## config.mk

```make
export PLATFORM = sky130hd
export DESIGN_NAME = trap_seq_flat
export DESIGN_NICKNAME = d
export VERILOG_FILES = /design/src/rtl/trap_seq_if.sv /design/src/rtl/trap_seq.sv /design/src/flat_wrapper.sv
export SDC_FILE = /design/constraint.sdc
export NUM_CORES = 1
export LEC_CHECK = 0
export ABC_AREA = 1
export BUFFER_PORTS_ARGS = -buffer_cell sky130_fd_sc_hd__clkbuf_2
export CORE_MARGIN = 5
export CORE_UTILIZATION = 48
export CTS_CLUSTER_DIAMETER = 80
export CTS_CLUSTER_SIZE = 8
export DETAILED_ROUTE_END_ITERATION = 8
export GPL_TIMING_DRIVEN = 0
export PLACE_DENSITY = 0.8
export REMOVE_ABC_BUFFERS = 1
export SLEW_MARGIN = 20
export SYNTH_ARGS = -nofsm -noshare
export SYNTH_HDL_FRONTEND = slang
export SYNTH_SLANG_ARGS = --single-unit
```

## constraint.sdc

```tcl
create_clock -name clk -period 1.76 [get_ports clk]
set_input_delay 0.176 -clock clk [delete_from_list [all_inputs] [get_ports clk]]
set_output_delay 0.176 -clock clk [all_outputs]
set_load 0.02 [all_outputs]
```

## src/rtl/trap_seq_if.sv

```systemverilog
// Bundle of trap/mret requests, EXU CSR writes, CSR-file port and IFU redirect.
// No latency of its own; pure wiring between the sequencer and its neighbours.
// Handshakes are valid/ready (trap, mret, redirect) and req/gnt (EXU CSR write).
// master: the sequencer side (drives readies, grant, CSR port, redirect).
// slave : EXU/WBU, CSR file and IFU side (drives requests, csr_rdata, redirect_ready).
interface trap_seq_if #(
    parameter int DATA_WIDTH = 32,
    parameter int ADDR_WIDTH = 12
);
    logic                  trap_valid;
    logic                  trap_ready;
    logic [DATA_WIDTH-1:0] trap_cause;
    logic [DATA_WIDTH-1:0] trap_pc;
    logic                  mret_valid;
    logic                  mret_ready;
    logic                  exu_csr_req;
    logic [ADDR_WIDTH-1:0] exu_csr_addr;
    logic [DATA_WIDTH-1:0] exu_csr_wdata;
    logic                  exu_csr_gnt;
    logic [ADDR_WIDTH-1:0] csr_raddr;
    logic [DATA_WIDTH-1:0] csr_rdata;
    logic                  csr_wen;
    logic [ADDR_WIDTH-1:0] csr_waddr;
    logic [DATA_WIDTH-1:0] csr_wdata;
    logic                  redirect_valid;
    logic                  redirect_ready;
    logic [DATA_WIDTH-1:0] redirect_pc;
    logic                  busy;

    modport master (
        input  trap_valid, trap_cause, trap_pc, mret_valid,
               exu_csr_req, exu_csr_addr, exu_csr_wdata,
               csr_rdata, redirect_ready,
        output trap_ready, mret_ready, exu_csr_gnt,
               csr_raddr, csr_wen, csr_waddr, csr_wdata,
               redirect_valid, redirect_pc, busy
    );

    modport slave (
        output trap_valid, trap_cause, trap_pc, mret_valid,
               exu_csr_req, exu_csr_addr, exu_csr_wdata,
               csr_rdata, redirect_ready,
        input  trap_ready, mret_ready, exu_csr_gnt,
               csr_raddr, csr_wen, csr_waddr, csr_wdata,
               redirect_valid, redirect_pc, busy
    );
endinterface

```

## src/rtl/trap_seq.sv

```systemverilog
// Trap/mret sequencer owning the single machine-mode CSR write port; idles as an EXU write arbiter.
// Latency: trap -> redirect in 5 cycles, mret -> redirect in 3 cycles; EXU writes pass through in 0 cycles.
// Backpressure: REDIR holds redirect_valid/redirect_pc until redirect_ready; no requests accepted while busy.
// Ports: clk, rst (async active-low), bus (trap_seq_if.master: requests, CSR port, redirect, busy).
module trap_seq #(
    parameter int DATA_WIDTH = 32,
    parameter int ADDR_WIDTH = 12
) (
    input  logic            clk,
    input  logic            rst,
    trap_seq_if.master      bus
);
    localparam logic [2:0] IDLE    = 3'd0;
    localparam logic [2:0] T_EPC   = 3'd1;
    localparam logic [2:0] T_CAUSE = 3'd2;
    localparam logic [2:0] T_STAT  = 3'd3;
    localparam logic [2:0] T_VEC   = 3'd4;
    localparam logic [2:0] M_STAT  = 3'd5;
    localparam logic [2:0] M_EPC   = 3'd6;
    localparam logic [2:0] REDIR   = 3'd7;

    localparam logic [ADDR_WIDTH-1:0] CSR_MSTATUS = ADDR_WIDTH'(12'h300);
    localparam logic [ADDR_WIDTH-1:0] CSR_MTVEC   = ADDR_WIDTH'(12'h305);
    localparam logic [ADDR_WIDTH-1:0] CSR_MEPC    = ADDR_WIDTH'(12'h341);
    localparam logic [ADDR_WIDTH-1:0] CSR_MCAUSE  = ADDR_WIDTH'(12'h342);

    logic [2:0]            state;
    logic [DATA_WIDTH-1:0] cause_q;
    logic [DATA_WIDTH-1:0] pc_q;
    logic [DATA_WIDTH-1:0] target_q;
    logic [DATA_WIDTH-1:0] aligned_rdata;

    // Direct-mode target: low two bits of mtvec/mepc are never part of the PC.
    assign aligned_rdata = {bus.csr_rdata[DATA_WIDTH-1:2], 2'b00};

    always_comb begin
        bus.trap_ready     = 1'b0;
        bus.mret_ready     = 1'b0;
        bus.exu_csr_gnt    = 1'b0;
        bus.csr_raddr      = '0;
        bus.csr_wen        = 1'b0;
        bus.csr_waddr      = '0;
        bus.csr_wdata      = '0;
        bus.redirect_valid = 1'b0;
        bus.redirect_pc    = '0;
        bus.busy           = (state != IDLE);
        case (state)
            IDLE: begin
                // Gated by rst so the combinational accepts read 0 while reset is held.
                if (rst) begin
                    bus.trap_ready  = bus.trap_valid;
                    bus.mret_ready  = bus.mret_valid & ~bus.trap_valid;
                    bus.exu_csr_gnt = bus.exu_csr_req & ~bus.trap_valid & ~bus.mret_valid;
                    if (bus.exu_csr_gnt) begin
                        bus.csr_wen   = 1'b1;
                        bus.csr_waddr = bus.exu_csr_addr;
                        bus.csr_wdata = bus.exu_csr_wdata;
                    end
                end
            end
            T_EPC: begin
                bus.csr_wen   = 1'b1;
                bus.csr_waddr = CSR_MEPC;
                bus.csr_wdata = pc_q;
            end
            T_CAUSE: begin
                bus.csr_wen   = 1'b1;
                bus.csr_waddr = CSR_MCAUSE;
                bus.csr_wdata = cause_q;
            end
            T_STAT: begin
                // MPIE <- MIE, MIE <- 0, MPP <- M; everything else preserved.
                bus.csr_raddr     = CSR_MSTATUS;
                bus.csr_wen       = 1'b1;
                bus.csr_waddr     = CSR_MSTATUS;
                bus.csr_wdata     = bus.csr_rdata;
                bus.csr_wdata[7]  = bus.csr_rdata[3];
                bus.csr_wdata[3]  = 1'b0;
                bus.csr_wdata[12:11] = 2'b11;
            end
            T_VEC: begin
                bus.csr_raddr = CSR_MTVEC;
            end
            M_STAT: begin
                // MIE <- MPIE, MPIE <- 1, MPP <- M; everything else preserved.
                bus.csr_raddr     = CSR_MSTATUS;
                bus.csr_wen       = 1'b1;
                bus.csr_waddr     = CSR_MSTATUS;
                bus.csr_wdata     = bus.csr_rdata;
                bus.csr_wdata[3]  = bus.csr_rdata[7];
                bus.csr_wdata[7]  = 1'b1;
                bus.csr_wdata[12:11] = 2'b11;
            end
            M_EPC: begin
                bus.csr_raddr = CSR_MEPC;
            end
            REDIR: begin
                bus.redirect_valid = 1'b1;
                bus.redirect_pc    = target_q;
            end
            default: ;
        endcase
    end

    always_ff @(posedge clk or negedge rst) begin
        if (!rst) begin
            state    <= IDLE;
            cause_q  <= '0;
            pc_q     <= '0;
            target_q <= '0;
        end else begin
            case (state)
                IDLE: begin
                    if (bus.trap_valid) begin
                        cause_q <= bus.trap_cause;
                        pc_q    <= bus.trap_pc;
                        state   <= T_EPC;
                    end else if (bus.mret_valid) begin
                        state <= M_STAT;
                    end
                end
                T_EPC:   state <= T_CAUSE;
                T_CAUSE: state <= T_STAT;
                T_STAT:  state <= T_VEC;
                T_VEC: begin
                    target_q <= aligned_rdata;
                    state    <= REDIR;
                end
                M_STAT:  state <= M_EPC;
                M_EPC: begin
                    target_q <= aligned_rdata;
                    state    <= REDIR;
                end
                REDIR: begin
                    if (bus.redirect_ready) state <= IDLE;
                end
                default: state <= IDLE;
            endcase
        end
    end
endmodule

```

## src/flat_wrapper.sv

```systemverilog
// flat-port wrapper written by rule: the top's interface ports become plain ports
module trap_seq_flat 
#(
    parameter int DATA_WIDTH = 32,
    parameter int ADDR_WIDTH = 12
)
  (clk, rst, bus_trap_valid, bus_trap_cause, bus_trap_pc, bus_mret_valid, bus_exu_csr_req, bus_exu_csr_addr, bus_exu_csr_wdata, bus_csr_rdata, bus_redirect_ready, bus_trap_ready, bus_mret_ready, bus_exu_csr_gnt, bus_csr_raddr, bus_csr_wen, bus_csr_waddr, bus_csr_wdata, bus_redirect_valid, bus_redirect_pc, bus_busy);
  trap_seq_if #(.DATA_WIDTH(DATA_WIDTH), .ADDR_WIDTH(ADDR_WIDTH)) bus_i ();
  input  logic clk;
  input  logic rst;
  input wire logic [$bits(bus_i.trap_valid)-1:0] bus_trap_valid;
  input wire logic [$bits(bus_i.trap_cause)-1:0] bus_trap_cause;
  input wire logic [$bits(bus_i.trap_pc)-1:0] bus_trap_pc;
  input wire logic [$bits(bus_i.mret_valid)-1:0] bus_mret_valid;
  input wire logic [$bits(bus_i.exu_csr_req)-1:0] bus_exu_csr_req;
  input wire logic [$bits(bus_i.exu_csr_addr)-1:0] bus_exu_csr_addr;
  input wire logic [$bits(bus_i.exu_csr_wdata)-1:0] bus_exu_csr_wdata;
  input wire logic [$bits(bus_i.csr_rdata)-1:0] bus_csr_rdata;
  input wire logic [$bits(bus_i.redirect_ready)-1:0] bus_redirect_ready;
  output wire logic [$bits(bus_i.trap_ready)-1:0] bus_trap_ready;
  output wire logic [$bits(bus_i.mret_ready)-1:0] bus_mret_ready;
  output wire logic [$bits(bus_i.exu_csr_gnt)-1:0] bus_exu_csr_gnt;
  output wire logic [$bits(bus_i.csr_raddr)-1:0] bus_csr_raddr;
  output wire logic [$bits(bus_i.csr_wen)-1:0] bus_csr_wen;
  output wire logic [$bits(bus_i.csr_waddr)-1:0] bus_csr_waddr;
  output wire logic [$bits(bus_i.csr_wdata)-1:0] bus_csr_wdata;
  output wire logic [$bits(bus_i.redirect_valid)-1:0] bus_redirect_valid;
  output wire logic [$bits(bus_i.redirect_pc)-1:0] bus_redirect_pc;
  output wire logic [$bits(bus_i.busy)-1:0] bus_busy;
  assign bus_i.trap_valid = bus_trap_valid;
  assign bus_i.trap_cause = bus_trap_cause;
  assign bus_i.trap_pc = bus_trap_pc;
  assign bus_i.mret_valid = bus_mret_valid;
  assign bus_i.exu_csr_req = bus_exu_csr_req;
  assign bus_i.exu_csr_addr = bus_exu_csr_addr;
  assign bus_i.exu_csr_wdata = bus_exu_csr_wdata;
  assign bus_i.csr_rdata = bus_csr_rdata;
  assign bus_i.redirect_ready = bus_redirect_ready;
  assign bus_trap_ready = bus_i.trap_ready;
  assign bus_mret_ready = bus_i.mret_ready;
  assign bus_exu_csr_gnt = bus_i.exu_csr_gnt;
  assign bus_csr_raddr = bus_i.csr_raddr;
  assign bus_csr_wen = bus_i.csr_wen;
  assign bus_csr_waddr = bus_i.csr_waddr;
  assign bus_csr_wdata = bus_i.csr_wdata;
  assign bus_redirect_valid = bus_i.redirect_valid;
  assign bus_redirect_pc = bus_i.redirect_pc;
  assign bus_busy = bus_i.busy;
  trap_seq #(.DATA_WIDTH(DATA_WIDTH), .ADDR_WIDTH(ADDR_WIDTH)) u_core (.clk(clk), .rst(rst), .bus(bus_i));
endmodule
```

==> results of run 1 <==
## logic make-up after synthesis
group	synth area share [%]
and+or+nand+nor	38.8
other	0.0707
DFF	45.8
AOI/OAI and AO/OA	3.80
buffers and inverters	11.6
## metrics by stage
step / hold slack (ps) / std cells / util [%]
final: 33.5 / 1192 / 77.2
after global routing: 12.6 / 1192 / 77.2
after detailed placement: 143 / 1117 / 60.3
after CTS: 20.5 / 1162 / 70.5
after floorplan: -120 / 741 / -
after global placement: 398 / 1111 / 58.6
## worst register-to-register path, delay by kind of cell (launching register included)
kind                   cells  cell delay (ps)
and+or+nand+nor            4              500
DFF                        1              490
AOI/OAI and AO/OA          1              120
buffers and inverters      4              690
## layer usage
metal | wire length (um) | vias to the layer above | GRT usage, % | share of wire, %
met3 | 2260 | 108 | 6.58 | 9.8
met4 | 1170 | 0 | 13.3 | 5.1
met1 | 8270 | 2934 | 35.7 | 36
met5 | 0 | - | 0 | 0
li1 | - | 2879 | - | -
met2 | 11300 | 432 | 49.0 | 49
## report_power, final
group          internal (uW)  switching [uW]  total, uW
Sequential              3370             624       3990
Clock                    673             827       1500
Combinational           4090            5660       9750
Total                   8130            7110      15200
## path summary, 6_finish.rpt
path	cells after the start	startpoint	to	slack [ps]
max in group asynchronous	3	rst	u_core.pc_q[17]	890
min reg2reg	2	u_core.pc_q[14]	u_core.pc_q[14]	480
max reg2reg	9	u_core.state[0]	u_core.target_q[29]	-150
min	3	bus_trap_pc[2]	u_core.pc_q[2]	30
max	9	u_core.state[0]	bus_csr_wdata[13]	-460
min in group asynchronous	3	rst	u_core.target_q[30]	580
## synthesized netlist by cell type
master / count
buf_2: 26
buf_4: 11
buf_1: 3
inv_2: 2
dfrtp_1: 97
nor3_2: 1
o21ai_0: 36
nor2_2: 1
nand4_1: 1
conb_1: 1
inv_1: 78
nand3b_1: 1
a21oi_1: 3
inv_4: 2
buf_6: 4
nand3_1: 69
nand2_1: 332
o22ai_1: 1
clkbuf_1: 9
nand2_2: 1
nor2_1: 103
nand3_4: 1
or2_1: 1
nand2_4: 1
nor4_1: 1
## cell type report
type                       count  area share (%)
tap                          140            2.09
inverter                      82            4.25
timing repair inverter         7            1.51
timing repair buffer         284            28.1
clock inverter                 5           0.778
multi-input combinational    566            32.6
sequential                    97            29.1
clock buffer                  11            1.57
## repair_timing
item,4_1_cts,5_1_grt
pin swaps,9,23
gates cloned,6,10
hold endpoints to repair,42,0
setup buffers,21,21
endpoints found under the setup margin,150,84
resized for setup,154,147
hold buffers,2,0
## registers in the layout, indices dropped and copies added, names as in the netlist
| register | cells |
|---|---|
| u_core.state | 3 |
| u_core.pc_q | 32 |
| u_core.cause_q | 32 |
| u_core.target_q | 30 |
==> impl_metrics.toml, run 1 <==
[critical_path]
crit_arrival_ps = 2050
path_delay_family = "buffers and inverters"
crit_buf_inv = 4
max_stage_delay_ps = 490
end_kind = "output port"
required_ps = 1580
crit_type = "reg -> out"
path_cells = "buf_6 -> nor3_4 -> buf_12 -> clkbuf_16 -> nand2_1 -> nand2_1 -> nor2_1 -> nand2_1 -> clkbuf_8"
setup.worst_path.start_class = "flop"
crit_top_cell = "nand2_1"
cp_max_fo = 6
crit_slowest_cell = "dfrtp_2"

[global_routing]
grt.total_usage_pct = 29.1
grt_max_degree = 68
grt_pass1_vias = 5877
gr-total-overflow = 0
grt_first_pass_wirelength_um = 30100
antenna_found_initial = 0

[finish]
layout_common_cells = "nand2_1 (285), clkbuf_2 (148), dfrtp_1 (94)"
fill_cells = 757
layout.nets = 1193
seq_area_um2 = 2430
design_area_um2 = 8360
diodes = 0
syn_to_final_growth_pct = 57.7
multi_input_area_um2 = 2730
final_common_cell = "nand2_1"
layout-drive-gt1-share_pct = 37.4

[sta]
period_needed_ps = 2220
fmax_mhz = 450
finalHoldViolations = 0
fin_skew_ps = 16.5
finalSetupViolations = 93
worst_slew_pin_slew_ps = 538
drv_slew = 0
fin_crit_sh_pct = 126
slew_headroom_pct = 64.1
rsz0062_at_grt = "yes"
worst_slack_ps = -462
tns_ps = -20740

[place]
post_dp_cell_area_um2 = 6540
io_buffers = 230
place.gp.congestion = 0.804
place_ws_ps = -855
hpwl_um = 10800

[synth]
netlist_instances = 786
ys_types = 25
avgSynthCellArea_um2 = 6.75
synth.cell_area_um2 = 5300
yosys.area.top_type_share_pct = 45.8
synth.ff_latch_count = 97
yosys.area.top_type = "dfrtp_1"
yosysWarnings = 0
ys_top_cells_by_area = "dfrtp_1 (46%), nand2_1 (23%), nor2_1 (7.3%), nand3_1 (6.5%), inv_1 (5.5%)"
synth_seq_area_share_pct = 45.8

[clock_network]
cts_inserted_buffers = 9
cts.clk_slew.worst_paths_ps = 100
cts_tree = "built"
cts.sinks = 97
clockBufferDepth = 2
clock_latency_ps = 360
h-tree-depth = 3
cts-root-buf = "clkbuf_8"

[die]
start_util_pct = 48.9
rows = 38
dieArea_um2 = 13300
dieHeight_um = 115
ioPinCount = 240
core-area_um2 = 10800
die_w_um = 115

[power_and_ir_drop]
p_per_area_nw_per_um2 = 1820
total_power_uw = 15200
leakage_uw = 0.00480
peakVddDrop_mv = 1.53

[drt]
via_per_inst = 5.33
drtAntennaViolNets = 0
routed-via-count = 6353
drt_wl_total_um = 23000
drc = 1
wl_per_cell_um = 19.3
first_pass_iters = 9
drtIter0Drc = 635

[status]
status = "complete, but fails checks"
violations = "DRC, setup timing"

[hold_path]
hold_class = "in -> reg"

[job]
cap_violations = 0
No activity file was read; power rests on OpenSTA's default activity.
==> run 2, diff against run 1 <==
--- a/config.mk
+++ b/config.mk
@@ -8,12 +8,12 @@
 export ABC_AREA = 1
 export BUFFER_PORTS_ARGS = -buffer_cell sky130_fd_sc_hd__clkbuf_2
 export CORE_MARGIN = 5
-export CORE_UTILIZATION = 48
+export CORE_UTILIZATION = 51
 export CTS_CLUSTER_DIAMETER = 80
 export CTS_CLUSTER_SIZE = 8
 export DETAILED_ROUTE_END_ITERATION = 8
 export GPL_TIMING_DRIVEN = 0
-export PLACE_DENSITY = 0.8
+export PLACE_DENSITY = 0.85
 export REMOVE_ABC_BUFFERS = 1
 export SLEW_MARGIN = 20
 export SYNTH_ARGS = -nofsm -noshare
==> constraint.sdc (replaced) <==
create_clock -name clk -period 2.7 [get_ports clk]
set_input_delay 0.27 -clock clk [delete_from_list [all_inputs] [get_ports clk]]
set_output_delay 0.27 -clock clk [all_outputs]
set_load 0.02 [all_outputs]
==> impl_metrics.toml, run 2 (same netlist as run 1, synthesis figures left out) <==
[status]
status = "completed"

[sta]
rsz0062_at_grt = "no"
worst_slack_ps = 197
finalSetupViolations = 0
whs_ps = 131
worst_slew_pin_slew_ps = 810
tns_ps = 0
period_needed_ps = 2500
finalHoldViolations = 0
drv_slew = 0
fin_crit_sh_pct = 92.7
fin_skew_ps = 10.9
slew_headroom_pct = 46.0
fmax_mhz = 399

[power_and_ir_drop]
leakage_uw = 0.00412
p_sw_share_pct = 47.5
switchingPower_uw = 3550
clkPwrFrac_pct = 12.3
p_int_uw = 3910
total_power_uw = 7460
pwr-share-seq_pct = 34.0
peakVddDrop_mv = 0.817
comb_power_share_pct = 53.7
p_per_area_nw_per_um2 = 1110

[global_routing]
grt_max_degree = 70
grt_first_pass_wirelength_um = 24200
antenna_found_initial = 0
grt.total_usage_pct = 23.2
grt_pass1_vias = 5151
gr-total-overflow = 0

[place]
place.gp.congestion = 0.826
hpwl_um = 10500
io_buffers = 230
place_ws_ps = 66.2

[finish]
syn_to_final_growth_pct = 27.1
fill_cells = 934
diodes = 0
final_common_cell = "nand2_1"
layout_common_cells = "nand2_1 (330), clkbuf_2 (228), nor2_1 (102)"
reg_top3 = "u_core.cause_q (32), u_core.pc_q (32), u_core.target_q (30)"
layout.nets = 1134
utilization_pct = 65.9
layout-drive-gt1-share_pct = 26.4

[hold_path]
hold_class = "in -> reg"

[clock_network]
h-tree-depth = 3
cts-root-buf = "clkbuf_8"
cts_tree = "built"
clockBufferDepth = 2
cts.clk_slew.worst_paths_ps = 100
clock_latency_ps = 350
cts.sinks = 97
cts_inserted_buffers = 9
postCtsSetupBuffers = 0

[die]
dieArea_um2 = 12500
core-area_um2 = 10200
dieHeight_um = 112
rows = 37
start_util_pct = 51.8
ioPinCount = 240
die_w_um = 112

[critical_path]
cp_max_fo = 18
required_ps = 2430
setup.worst_path.start_class = "flop"
crit_type = "reg -> out"
crit_arrival_ps = 2230
end_kind = "output port"

[drt]
drc = 0
drt_wl_total_um = 14400
drtAntennaViolNets = 0
wl_per_cell_um = 12.8
routed-via-count = 5355
first_pass_iters = 5
via_per_inst = 4.75
drtIter0Drc = 285

[job]
cap_violations = 0
-- run 2: path summary, 6_finish.rpt --
| kind | cells after the start | startpoint | slack [ps] | end |
|---|---|---|---|---|
| setup / recovery | 7 | u_core.state[2] | 200 | bus_csr_wdata[12] |
| hold reg to reg | 2 | u_core.pc_q[4] | 480 | u_core.pc_q[4] |
| min in group asynchronous | 2 | rst | 360 | u_core.target_q[9] |
| setup reg to reg | 7 | u_core.state[0] | 920 | u_core.state[0] |
| max in group asynchronous | 3 | rst | 1710 | u_core.target_q[6] |
| hold / removal | 3 | bus_csr_rdata[11] | 130 | u_core.target_q[11] |
-- run 2: layout make-up --
type | count | area [um2] | area share (%)
tap | 136 | 170 | 2.52
clock buffer | 10 | 128 | 1.89
clock inverter | 5 | 56.3 | 0.835
multi-input combinational | 562 | 2340 | 34.7
timing repair buffer | 236 | 1290 | 19.1
sequential | 97 | 2430 | 36.0
inverter | 82 | 333 | 4.94
-- run 2: per-stage QoR --
| stage | std cells | area [um2] |
|---|---|---|
| 6_report | 1128 | 6740 |
| 3_5_place_dp | 1112 | 6510 |
| 4_1_cts | 1128 | 6730 |
| 3_3_place_gp | 1107 | 6350 |
| 2_1_floorplan | 741 | 5030 |
| 5_1_grt | 1128 | 6740 |
-- run 2: power groups by stage --
| stage | clock network [uW] | logic, uW | registers (uW) |
|---|---|---|---|
| finish | 915 | 4010 | 2540 |
| global route | 996 | 4520 | 2630 |
| CTS | 938 | 4050 | 2530 |
| global placement | 0 | 3780 | 2520 |
| detailed placement | 0 | 4020 | 2560 |
| floorplan | 0 | 2590 | 2470 |
-- run 2: what timing repair did --
action	in CTS	in global routing
endpoints found under the setup margin	36	34
endpoints found under the hold margin	28	0
hold buffers	1	0
gates resized for setup	5	3
pin swaps	0	0
-- run 2: per-layer routing --
metal / vias up / GRT usage (%) / wire [um]
li1: 2755 / - / -
met1: 2363 / 29.8 / 5840
met2: 204 / 39.9 / 7240
met3: 33 / 3.80 / 948
met4: 0 / 8.09 / 385
met5: - / 0 / 0
-- run 2: worst max-delay path, stage by stage, from the launching register on --
cell and delay (ps):
dfrtp_1 520, nor3_4 650, buf_8 260, inv_1 70
nor2_1 100, nor2_1 50, nand2_1 50, clkbuf_2 160
==> run 3, diff against run 2 <==
--- a/config.mk
+++ b/config.mk
@@ -8,12 +8,12 @@
 export ABC_AREA = 1
 export BUFFER_PORTS_ARGS = -buffer_cell sky130_fd_sc_hd__clkbuf_2
 export CORE_MARGIN = 5
-export CORE_UTILIZATION = 51
+export CORE_UTILIZATION = 48
 export CTS_CLUSTER_DIAMETER = 80
 export CTS_CLUSTER_SIZE = 8
 export DETAILED_ROUTE_END_ITERATION = 8
 export GPL_TIMING_DRIVEN = 0
-export PLACE_DENSITY = 0.85
+export PLACE_DENSITY = 0.8
 export REMOVE_ABC_BUFFERS = 1
 export SLEW_MARGIN = 20
 export SYNTH_ARGS = -nofsm -noshare
==> constraint.sdc (replaced) <==
create_clock -name clk -period 2.4 [get_ports clk]
set_input_delay 0.24 -clock clk [delete_from_list [all_inputs] [get_ports clk]]
set_output_delay 0.24 -clock clk [all_outputs]
set_load 0.02 [all_outputs]
==> impl_metrics.toml, run 3 (same netlist as run 1, synthesis figures left out) <==
[status]
status = "completed"

[drt]
via_per_inst = 4.80
wl_per_cell_um = 14.3
routed-via-count = 5496
drc = 0
first_pass_iters = 5
drtIter0Drc = 399
drtAntennaViolNets = 0
drt_wl_total_um = 16400

[power_and_ir_drop]
pwr-share-seq_pct = 32.8
p_int_uw = 4530
switchingPower_uw = 4170
p_sw_share_pct = 47.9
total_power_uw = 8700
leakage_uw = 0.00420
clkPwrFrac_pct = 12.3
p_per_area_nw_per_um2 = 1250
peakVddDrop_mv = 1.09
comb_power_share_pct = 54.8

[die]
core-area_um2 = 10800
dieArea_um2 = 13300
rows = 38
dieHeight_um = 115
start_util_pct = 48.9
ioPinCount = 240
die_w_um = 115

[critical_path]
crit_arrival_ps = 2070
end_kind = "output port"
setup.worst_path.start_class = "flop"
crit_type = "reg -> out"
required_ps = 2160
cp_max_fo = 34

[sta]
slew_headroom_pct = 47.9
finalSetupViolations = 0
fin_crit_sh_pct = 96.1
whs_ps = 102
period_needed_ps = 2310
finalHoldViolations = 0
drv_slew = 0
fmax_mhz = 433
fin_skew_ps = 8.92
worst_slew_pin_slew_ps = 781
tns_ps = 0

[place]
hpwl_um = 10800
place.gp.congestion = 0.804
io_buffers = 230

[global_routing]
grt_first_pass_wirelength_um = 25800
grt.total_usage_pct = 24.6
antenna_found_initial = 0
gr-total-overflow = 0
grt_pass1_vias = 5257
grt_max_degree = 68

[clock_network]
cts.sinks = 97
cts.clk_slew.worst_paths_ps = 100
h-tree-depth = 3
clock_latency_ps = 350
clockBufferDepth = 2
cts_tree = "built"
cts-root-buf = "clkbuf_8"
cts_inserted_buffers = 9

[finish]
layout.nets = 1147
syn_to_final_growth_pct = 30.8
reg_top3 = "u_core.cause_q (32), u_core.pc_q (32), u_core.target_q (30)"
layout-drive-gt1-share_pct = 27.5
final_common_cell = "nand2_1"
diodes = 0
layout_common_cells = "nand2_1 (330), clkbuf_2 (228), nor2_1 (102)"

[job]
cap_violations = 0

[hold_path]
hold_class = "in -> reg"
run 3: final timing paths:
| kind | from | endpoint | slack, ps | cells after the start |
|---|---|---|---|---|
| max | u_core.state[1] | bus_csr_waddr[10] | 90 | 8 |
| min | bus_trap_pc[2] | u_core.pc_q[2] | 100 | 3 |
| max reg2reg | u_core.state[0] | u_core.state[0] | 650 | 7 |
| min reg2reg | u_core.pc_q[21] | u_core.pc_q[21] | 480 | 2 |
| max in group asynchronous | rst | u_core.pc_q[17] | 1410 | 3 |
| min in group asynchronous | rst | u_core.target_q[30] | 380 | 2 |
run 3: layout make-up:
cell class,count,area [um2]
multi-input cells,562,2350
well taps,140,175
inverters,82,347
repair buffers,246,1410
flip-flops and latches,97,2430
clock inverters,5,65.1
fillers,1033,3900
clock buffers,11,131
repair inverters,3,28.8
run 3: repair_timing:
action	4_1_cts	5_1_grt
hold buffers	1	0
pin swaps	0	1
gates resized for setup	11	6
buffers inserted	4	5
endpoints found under the hold margin	42	0
setup endpoints to repair	73	53
cloned	3	0
run 3: stage by stage:
step | instance area [um2] | worst slack [ps] | std cells | utilization (%)
floorplan | 5030 | -2.96 | 741 | -
global placement | 6360 | -1200 | 1111 | 58.6
detailed placement | 6540 | -279 | 1117 | 60.3
CTS | 6860 | 37.0 | 1141 | 63.3
global route | 6940 | -20.5 | 1146 | 64.0
finish | 6940 | 93.1 | 1146 | 64.0
run 3: critical path, cell delays in order (launching register included):
cell       delay [ps]
dfrtp_1           460
nor2_4            220
nand2_8           140
clkinv_16         140
nand3_4            90
buf_4             210
buf_4             140
nor2_1            120
clkbuf_2          190
run 3: metal layers:
layer,vias to the layer above,wire length (um),global-route usage [%]
li1,2781,-,-
met5,-,0,0
met1,2503,6880,32.7
met2,190,8090,41.1
met4,0,298,8.06
met3,22,1090,4.16
run 3: power by group through the flow:
stage	sequential, uW	combinational (uW)	clock, uW
global route	2950	5330	1170
global placement	2840	4290	0
detailed placement	2880	4600	0
CTS	2860	4680	1100
finish	2860	4770	1070
floorplan	2780	2910	0
